`src/rtl/cu_pkg.sv`:
```
// cu_pkg: shared FSM states, opcodes, ALU/select encodings and decode helpers
// for the multicycle control unit.
package cu_pkg;
  typedef enum logic [3:0] {
    S_FETCH, S_DECODE, S_EXEC, S_EXEC_MD, S_MEM, S_WB, S_BR, S_JMP, S_TRAP
  } state_t;
  localparam logic [6:0] OP_R     = 7'b0110011;
  localparam logic [6:0] OP_I     = 7'b0010011;
  localparam logic [6:0] OP_LUI   = 7'b0110111;
  localparam logic [6:0] OP_AUIPC = 7'b0010111;
  localparam logic [6:0] OP_LOAD  = 7'b0000011;
  localparam logic [6:0] OP_STORE = 7'b0100011;
  localparam logic [6:0] OP_BR    = 7'b1100011;
  localparam logic [6:0] OP_JAL   = 7'b1101111;
  localparam logic [6:0] OP_JALR  = 7'b1100111;
  localparam logic [4:0] ALU_ADD  = 5'd0;
  localparam logic [4:0] ALU_SUB  = 5'd1;
  localparam logic [4:0] ALU_SLL  = 5'd2;
  localparam logic [4:0] ALU_SLT  = 5'd3;
  localparam logic [4:0] ALU_SLTU = 5'd4;
  localparam logic [4:0] ALU_XOR  = 5'd5;
  localparam logic [4:0] ALU_SRL  = 5'd6;
  localparam logic [4:0] ALU_SRA  = 5'd7;
  localparam logic [4:0] ALU_OR   = 5'd8;
  localparam logic [4:0] ALU_AND  = 5'd9;
  localparam logic [4:0] ALU_MUL  = 5'd16;
  localparam logic [3:0] SRC_REG  = 4'd0;
  localparam logic [3:0] SRC_IMM  = 4'd1;
  localparam logic [3:0] SRC_PC   = 4'd2;
  localparam logic [3:0] SRC_ZERO = 4'd3;
  localparam logic [2:0] WB_ALU = 3'd0;
  localparam logic [2:0] WB_MEM = 3'd1;
  localparam logic [2:0] WB_PC4 = 3'd2;
  localparam logic [2:0] WB_IMM = 3'd3;
  localparam logic [2:0] WB_MD  = 3'd4;
  typedef struct packed {
    logic       legal, load, store, branch, jump, md;
    logic [4:0] alu;
    logic [3:0] src_a, src_b;
    logic [2:0] wb;
  } dec_t;
  typedef struct packed {
    logic       imem_req, ir_write, pc_write, branch, dmem_req, mem_write, reg_dst, reg_write, busy;
    logic [4:0] alu;
    logic [3:0] src_a, src_b;
    logic [2:0] wb;
  } out_t;
  function automatic logic [4:0] alu_f3(input logic [2:0] f3, input logic alt);
    case (f3)
      3'b000:  return alt ? ALU_SUB : ALU_ADD;
      3'b001:  return ALU_SLL;
      3'b010:  return ALU_SLT;
      3'b011:  return ALU_SLTU;
      3'b100:  return ALU_XOR;
      3'b101:  return alt ? ALU_SRA : ALU_SRL;
      3'b110:  return ALU_OR;
      default: return ALU_AND;
    endcase
  endfunction
  // SUB/SLT/SLTU leave zero=1 for beq/bge/bgeu taken, zero=0 for bne/blt/bltu taken
  function automatic logic br_taken(input logic [2:0] f3, input logic zero);
    return zero ^ f3[2] ^ f3[0];
  endfunction
endpackage

```
`src/rtl/cu_decode.sv`:
```
// cu_decode: combinational IR field -> control-vector lookup.
// MULTICYCLE_MULDIV_EN enables the M-extension (funct7=0000001) path; otherwise it decodes as illegal.
module cu_decode
  import cu_pkg::*;
(
  input  logic [6:0] op,
  input  logic [2:0] f3,
  input  logic [6:0] f7,
  output dec_t       dec
);
  logic r_ok, i_ok, md;
  always_comb begin
    r_ok = f7 == 7'b0 || (f7 == 7'b0100000 && (f3 == 3'b000 || f3 == 3'b101));
    i_ok = f3 == 3'b001 ? f7 == 7'b0 : f3 != 3'b101 || f7 == 7'b0 || f7 == 7'b0100000;
`ifdef MULTICYCLE_MULDIV_EN
    md = op == OP_R && f7 == 7'b0000001;
`else
    md = 1'b0;
`endif
    dec = '0;
    case (op)
      OP_R: begin
        dec.legal = r_ok || md;
        dec.md    = md;
        dec.alu   = md ? {ALU_MUL[4:3], f3} : alu_f3(f3, f7[5]);
        dec.wb    = md ? WB_MD : WB_ALU;
      end
      OP_I: begin
        dec.legal = i_ok;
        dec.alu   = alu_f3(f3, f3 == 3'b101 && f7[5]);
        dec.src_b = SRC_IMM;
      end
      OP_LUI: begin
        dec.legal = 1'b1;
        dec.src_a = SRC_ZERO;
        dec.src_b = SRC_IMM;
        dec.wb    = WB_IMM;
      end
      OP_AUIPC: begin
        dec.legal = 1'b1;
        dec.src_a = SRC_PC;
        dec.src_b = SRC_IMM;
      end
      OP_LOAD: begin
        dec.legal = f3 inside {3'b000, 3'b001, 3'b010, 3'b100, 3'b101};
        dec.load  = 1'b1;
        dec.src_b = SRC_IMM;
        dec.wb    = WB_MEM;
      end
      OP_STORE: begin
        dec.legal = f3 inside {3'b000, 3'b001, 3'b010};
        dec.store = 1'b1;
        dec.src_b = SRC_IMM;
      end
      OP_BR: begin
        dec.legal  = f3[2:1] != 2'b01;
        dec.branch = 1'b1;
        dec.alu    = f3[2] ? (f3[1] ? ALU_SLTU : ALU_SLT) : ALU_SUB;
      end
      OP_JAL, OP_JALR: begin
        dec.legal = op == OP_JAL || f3 == 3'b000;
        dec.jump  = 1'b1;
        dec.src_a = op == OP_JAL ? SRC_PC : SRC_REG;
        dec.src_b = SRC_IMM;
        dec.wb    = WB_PC4;
      end
      default: dec.legal = 1'b0;
    endcase
  end
endmodule

```
`src/rtl/multicycle_control_unit.sv`:
```
// multicycle_control_unit: FETCH/DECODE/EXEC/MEM/WB sequencer with registered control outputs.
// MULTICYCLE_MULDIV_EN (see cu_decode) adds the EXEC_MD multi-cycle MUL/DIV state.
module multicycle_control_unit
  import cu_pkg::*;
#(
  parameter int XLEN       = 32,
  parameter int ALUCTRL_W  = 5,
  parameter int SRC_W      = 4,
  parameter int MEMTOREG_W = 3,
  parameter int MD_CYCLES  = 32
)(
  input  logic                  clk,
  input  logic                  rst_n,
  input  logic [XLEN-1:0]       instr,
  output logic                  imem_req,
  input  logic                  imem_ack,
  input  logic                  dmem_ack,
  input  logic                  zero,
  output logic                  dmem_req,
  output logic                  MemWrite,
  output logic                  PCWrite,
  output logic                  Branch,
  output logic                  IRWrite,
  output logic [ALUCTRL_W-1:0]  ALUControl,
  output logic [SRC_W-1:0]      ALUSrc,
  output logic [SRC_W-1:0]      DataSrc,
  output logic [MEMTOREG_W-1:0] MemtoReg,
  output logic                  RegDst,
  output logic                  RegWrite,
  output logic                  illegal,
  output logic                  busy
);
  localparam int CNT_W = $clog2(MD_CYCLES + 1);
  state_t           state, next;
  logic [XLEN-1:0]  ir;
  logic [CNT_W-1:0] cnt;
  dec_t             dec;
  out_t             out_q, out_d;
  logic             exe, wr, unused_ir;
  cu_decode u_decode (.op(ir[6:0]), .f3(ir[14:12]), .f7(ir[31:25]), .dec(dec));
  assign unused_ir = ^ir[24:15];
  always_ff @(posedge clk or negedge rst_n)
    if (!rst_n) begin
      state   <= S_FETCH;
      ir      <= '0;
      cnt     <= '0;
      illegal <= 1'b0;
      out_q   <= '0;
    end else begin
      state   <= next;
      ir      <= next == S_DECODE ? instr : ir;
      cnt     <= state == S_EXEC ? CNT_W'(MD_CYCLES - 1) : state == S_EXEC_MD ? cnt - CNT_W'(1) : cnt;
      illegal <= illegal | (next == S_TRAP);
      out_q   <= out_d;
    end
  // Handshakes only count while our own registered request is up; stray acks are ignored.
  always_comb begin
    next = state;
    case (state)
      S_FETCH:          next = out_q.imem_req && imem_ack ? S_DECODE : S_FETCH;
      S_DECODE:         next = !dec.legal ? S_TRAP : dec.branch ? S_BR : dec.jump ? S_JMP : S_EXEC;
      S_EXEC:           next = dec.md ? S_EXEC_MD : dec.load || dec.store ? S_MEM : S_WB;
      S_EXEC_MD:        next = cnt == '0 ? S_WB : S_EXEC_MD;
      S_MEM:            next = !(out_q.dmem_req && dmem_ack) ? S_MEM : dec.store ? S_FETCH : S_WB;
      S_WB, S_BR, S_JMP: next = S_FETCH;
      default:          next = state;
    endcase
  end
  // Outputs are decoded from the state being entered so they are registered yet aligned with it.
  always_comb begin
    exe             = next inside {S_EXEC, S_EXEC_MD, S_BR, S_JMP};
    wr              = next == S_WB || next == S_JMP;
    out_d           = '0;
    out_d.imem_req  = next == S_FETCH;
    out_d.ir_write  = next == S_DECODE;
    out_d.pc_write  = next == S_DECODE || next == S_JMP;
    out_d.branch    = next == S_BR;
    out_d.dmem_req  = next == S_MEM;
    out_d.mem_write = next == S_MEM && dec.store;
    out_d.alu       = exe ? dec.alu : ALU_ADD;
    out_d.src_a     = exe ? dec.src_a : SRC_REG;
    out_d.src_b     = exe ? dec.src_b : SRC_REG;
    out_d.wb        = wr ? dec.wb : WB_ALU;
    out_d.reg_dst   = wr && ir[11:7] != 5'd0;
    out_d.reg_write = wr && ir[11:7] != 5'd0;
    out_d.busy      = next != S_FETCH;
  end
  assign imem_req   = out_q.imem_req;
  assign dmem_req   = out_q.dmem_req;
  assign MemWrite   = out_q.mem_write;
  assign PCWrite    = out_q.pc_write | (out_q.branch & br_taken(ir[14:12], zero));
  assign Branch     = out_q.branch;
  assign IRWrite    = out_q.ir_write;
  assign ALUControl = out_q.alu;
  assign ALUSrc     = out_q.src_b;
  assign DataSrc    = out_q.src_a;
  assign MemtoReg   = out_q.wb;
  assign RegDst     = out_q.reg_dst;
  assign RegWrite   = out_q.reg_write;
  assign busy       = out_q.busy;
endmodule

```
`config.mk`:
```
export PLATFORM = sky130hd
export DESIGN_NAME = multicycle_control_unit
export DESIGN_NICKNAME = d
export VERILOG_FILES = /design/src/rtl/cu_pkg.sv /design/src/rtl/cu_decode.sv /design/src/rtl/multicycle_control_unit.sv
export SDC_FILE = /design/constraint.sdc
export NUM_CORES = 1
export LEC_CHECK = 0
export CELL_PAD_IN_SITES_DETAIL_PLACEMENT = 1
export CELL_PAD_IN_SITES_GLOBAL_PLACEMENT = 2
export CORE_UTILIZATION = 27
export DETAILED_ROUTE_END_ITERATION = 7
export HOLD_SLACK_MARGIN = 0.08
export PLACE_DENSITY_LB_ADDON = 0.1
export RECOVER_POWER = 50
export SLEW_MARGIN = 20
export SYNTH_ARGS = -nofsm -noshare
export SYNTH_HDL_FRONTEND = slang
export SYNTH_SLANG_ARGS = --single-unit
```
`constraint.sdc`:
```
create_clock -name clk -period 2 [get_ports clk]
set_input_delay 0.6 -clock clk [delete_from_list [all_inputs] [get_ports clk]]
set_output_delay 0.6 -clock clk [all_outputs]
set_load 0.03 [all_outputs]
```
* Word-level counts from Yosys, hierarchy flattened
Cells that the tools add are included.
Storage, ports and cells: output and inout bits 26, flip-flop bits (word level) 67, word-level logic and storage cells 118, input bits 37
Cells by class: muxes and demuxes 34, equal/unequal tests 33, bitwise gates (word level) 5, reduce and logical (&&, ||, !) cells 29, add/subtract/negate cells 1
Operator list (number):
- 5-bit case mux with 7 select lines | 2
- 4-bit by 3-bit equality test with 1-bit output, second input constant | 8
- 7-bit by 6-bit equality test with 1-bit output, second input constant | 4
- 4-bit case mux with 6 select lines | 1
- 7-bit equality test, second input constant | 3
- 3-bit 2-to-1 mux | 7
- 4-bit by 2-bit equality test with 1-bit output, second input constant | 4
- 5-bit case mux with 3 select lines | 1
- 7-bit by 5-bit equality test with 1-bit output, second input constant | 2
- 1-bit 2-to-1 mux | 12
- 4-bit 2-to-1 mux | 3
- 6-bit 2-to-1 mux | 2
- 4-bit case mux with 3 select lines | 1
- 5-bit 2-to-1 mux | 2
- 5-bit nonzero test | 2
- 3-bit equality test, second input constant | 3
- 4-bit by 1-bit equality test with 1-bit output, second input constant | 2
- 4-bit zero test | 2
- 1-bit logical OR | 8
- 4-bit nonzero test | 2
- 7-bit by 2-bit equality test with 1-bit output, second input constant | 1
- 7-bit zero test | 1
- 1-bit case mux with 7 select lines | 1
- 7-bit OR reduction | 1
- other kinds (18) | 27

* Logic depth before layout (Yosys ltp)
depth in word-level cells 10, gate-level depth with buffers 7, gate-level depth less buffers 7

* By module
From an unflattened synthesis, not the netlist that was laid out.
Unflattened totals: cells, all modules 304, area, all modules 2849.0 um2
By module, submodules not included:
- multicycle_control_unit | cells each 243, area each 2466.1 um2, instances 1, sequential area each 1426.4 um2
- cu_decode | cells each 61, area each 382.9 um2, instances 1, sequential area each 0.0 um2

* Worst setup path after synthesis
No wires, ideal clock.
path kind register to register, from register ir[13], to register out_q, in the netlist ALUControl[3], path buffers 1, clock period less this slack 1870 ps, setup slack 130 ps, arrival time 1742 ps, stages on the path, launching flop included 8, data required time 1871 ps, setup time 129 ps, cells stage by stage dfrtp_1 -> buf_2 -> nor2b_1 -> o21bai_1 -> o211a_1 -> o31ai_2 -> a21boi_4 -> nor3_2
RTL lines:
- start: declaration | line multicycle_control_unit.sv:35 | logic [XLEN-1:0] ir;
- start signal: assignment | line multicycle_control_unit.sv:51 | ir <= next == S_DECODE ? instr : ir;
- end signal: assignment | line multicycle_control_unit.sv:54 | out_q <= out_d;
- end: declaration | line multicycle_control_unit.sv:38 | out_t out_q, out_d;

* Final worst setup path
from register ir[14], to output port PCWrite
On the way: longest elaborated chain between the ends 4
RTL lines:
- 1-bit bitwise XOR (2 in a row) | line cu_pkg.sv:62 | return zero ^ f3[2] ^ f3[0];
- 1-bit bitwise AND | line multicycle_control_unit.sv:91 | assign PCWrite = out_q.pc_write | (out_q.branch & br_taken(ir[14:12], zero));
- 1-bit bitwise OR | line multicycle_control_unit.sv:91
- end: declaration | line multicycle_control_unit.sv:21 | output logic PCWrite,
Every way passes these cells.

==> metrics.txt <==
outcome complete, but fails checks; failing checks setup timing; Die ar. 10100 sq um; worst path arrival time 1.41 ns; Max VDD drop 0.369 mV; Sink Count 50; Synth cell types 57; CTS clk-pin slew, worst paths 0.09 ns; clock buffer depth 2; CTS tree done; final hold vios 0; critical path peak fanout 2; Detailed Routing Iterations Pass 1 4; Initial Utilization 28.2%; Hold WC Path Type reg -> reg; largest net degree at the start of global routing 51; sequential area share after synthesis 47.6%; max_cap viols 0; Worst Slack Setup Final -0.00914 ns; sequential power share 37.7%; Post-synth EDFFs 0; Final nets 389; Psw 1.51 mW; Yosys reg bits 50; startpoint types register; Core ar. 9330 sq um; Routed WL per cell 13.6 microns; leakage 1.65 nW; Final Slew Violations 0; io pins 63; critical path capture point type output pin; overall routing resource usage 14.6%; Synth warnings 0; final period utilization 100%; Setup-failing EPs final 1; FMAX 498 MHz; Max stage delay on crit path 0.45 ns; antenna-violating nets left 0; root buffer cell clkbuf_8; DP HPWL 4.74 mm; Area Growth Syn to Fin 37.1%; commonest non-fill, non-tap cell in the layout nand2_1; worst path bufs/invs 1; synthesized cell area 2630 sq um; RePlAce Congestion 0.726; Die Wd 101 microns; Most used DFF post-synth dfrtp_1; CP max stage cell dfrtp_2; DR vias 2138; Post-Place Setup Slack -0.142 ns; # port buffers 45; Worst Path Required 1.40 ns; n_diodes 0; Power Density 1150 nW/um^2; H-Tree Depth 2; Worst-Skew Late Latency 0.31 ns; Net Sw Frac 36.4%; final core utilization 38.6%; Slew headroom 15.7%; FFs w/ async S/R, synth 100%; DR DRC count 0; vias in the first global route 2276; GR Overflow Total 0; Die Y 101 microns; total power 4.15 mW; Int Pwr 2.64 mW; most frequent cells in the layout nand2_1, dfrtp_1, clkdlybuf4s50_1, buf_4; Vias/cell 4.45; minimum clock period 2.01 ns; initial antenna violation count 0; critical path, cell by cell xor2_4 -> xor2_1 -> a21o_1 -> buf_6; Gate power share 40.6%; final WL 6.51 mm; kind of critical path reg -> out; unrepaired setup endpoints after global routing true; CTS buffer count 5; Top delay family on crit path flip-flops; clock power share 21.6%; Worst Tran Pin Value 1.27 ns; DR iter-0 viols 61; Worst Clk Skew 0.0104 ns; first-pass GRT wire length 11.3 mm; syn avg cell area 9.29 sq um; layout cell share with drive strength beyond 1 23.9%; Post-Syn Instances 283; FP Rows 35
power groups by stage:
stage               clock network (mW)  registers, mW  logic (mW)
floorplan                            0           1.51        1.02
global placement                     0           1.58        1.52
detailed placement                   0           1.58        1.54
CTS                              0.925           1.57        1.63
global route                     0.973           1.61        1.89
finish                           0.897           1.56        1.68
synthesized netlist by cell type (all sizes together), types with 3 or more instances:
master | instances | area, sq um
and3 | 4 | 25.0
nor2 | 14 | 55.1
clkbuf | 5 | 18.8
or4 | 3 | 26.3
inv | 6 | 22.5
nor3b | 3 | 22.5
buf | 25 | 191
nand4 | 3 | 25.0
o21ai | 16 | 80.1
nand2 | 81 | 307
nor3 | 8 | 61.3
a21o | 3 | 22.5
nand3 | 7 | 35.0
dfrtp | 50 | 1250
nor2b | 8 | 52.6
o21a | 3 | 22.5
a21oi | 11 | 58.8
state kept, by name, summed over array words and instances, names as in the netlist:
name,cells
RegWrite,1
IRWrite,1
ir,22
illegal,1
MemtoReg,2
MemWrite,1
ALUControl,4
ALUSrc,1
imem_req,1
dmem_req,1
state,4
cnt,6
DataSrc,2
out_q,1
busy,1
Branch,1
routing by layer:
metal  GRT usage [%]  vias to the layer above  part of all wire, %
li1                -                     1065                    -
met1            20.1                     1027                   50
met2            23.6                       38                   46
met3            2.50                        8                  2.8
met4            4.01                        0                  1.2
met5               0                        -                    0
path summary, 6_finish.rpt:
check                      startpoint   endpoint  slack [ns]  cells after the start
max                            ir[14]    PCWrite      -0.009                      4
min reg2reg                    ir[31]     ir[31]        0.48                      2
min                            ir[31]     ir[31]        0.48                      2
min in group asynchronous       rst_n   imem_req        0.63                      2
max reg2reg                     ir[6]  ALUSrc[0]        0.06                      7
max in group asynchronous       rst_n     ir[14]        0.50                      2
through the flow:
| stage | std cells | area [sq um] | setup TNS, ns | hold slack, ns |
|---|---|---|---|---|
| after CTS | 477 | 3530 | -0.0430 | 0.273 |
| after detailed placement | 468 | 3330 | -0.552 | 0.460 |
| after global placement | 468 | 3330 | -0.450 | 0.456 |
| final | 480 | 3600 | -0.00914 | 0.484 |
| after global routing | 480 | 3600 | -0.209 | 0.512 |
| after floorplan | 289 | 2650 | 0 | 0.304 |
worst register-to-register path: cells and delay by family (launching register included):
| kind | cells | cell delay [ns] |
|---|---|---|
| AO/OA/AOI/OAI | 4 | 0.68 |
| flip-flops | 1 | 0.39 |
| AND/OR/NAND/NOR | 2 | 0.65 |
| buffers and inverters | 1 | 0.15 |
logic make-up (layout without fill, tap and decap cells):
| family | count (synthesis) | count (layout) | share of synthesized area (%) |
|---|---|---|---|
| xor+xnor | 2 | 2 | 0.952 |
| other cells | 1 | 7 | 0.143 |
| simple gates | 142 | 142 | 26.9 |
| compound gates | 50 | 50 | 14.6 |
| flops | 50 | 50 | 47.6 |
| buf+inv | 36 | 98 | 8.85 |
| fa+ha+maj | 2 | 2 | 0.951 |
final cells by class:
| cell class | instances | area [sq um] |
|---|---|---|
| well taps | 129 | 161 |
| clock buffers | 6 | 82.6 |
| flip-flops and latches | 50 | 1250 |
| clock inverters | 2 | 60.1 |
| inverters | 6 | 22.5 |
| multi-input cells | 203 | 1270 |
| repair buffers | 84 | 756 |
| fillers | 1099 | 5720 |
what timing repair did:
item,CTS,global route
hold buffers,0,0
setup endpoints to repair,4,13
buffers inserted,2,3
gates resized for setup,13,17
pin swaps,6,9
Power figures use the tool's default switching activity.
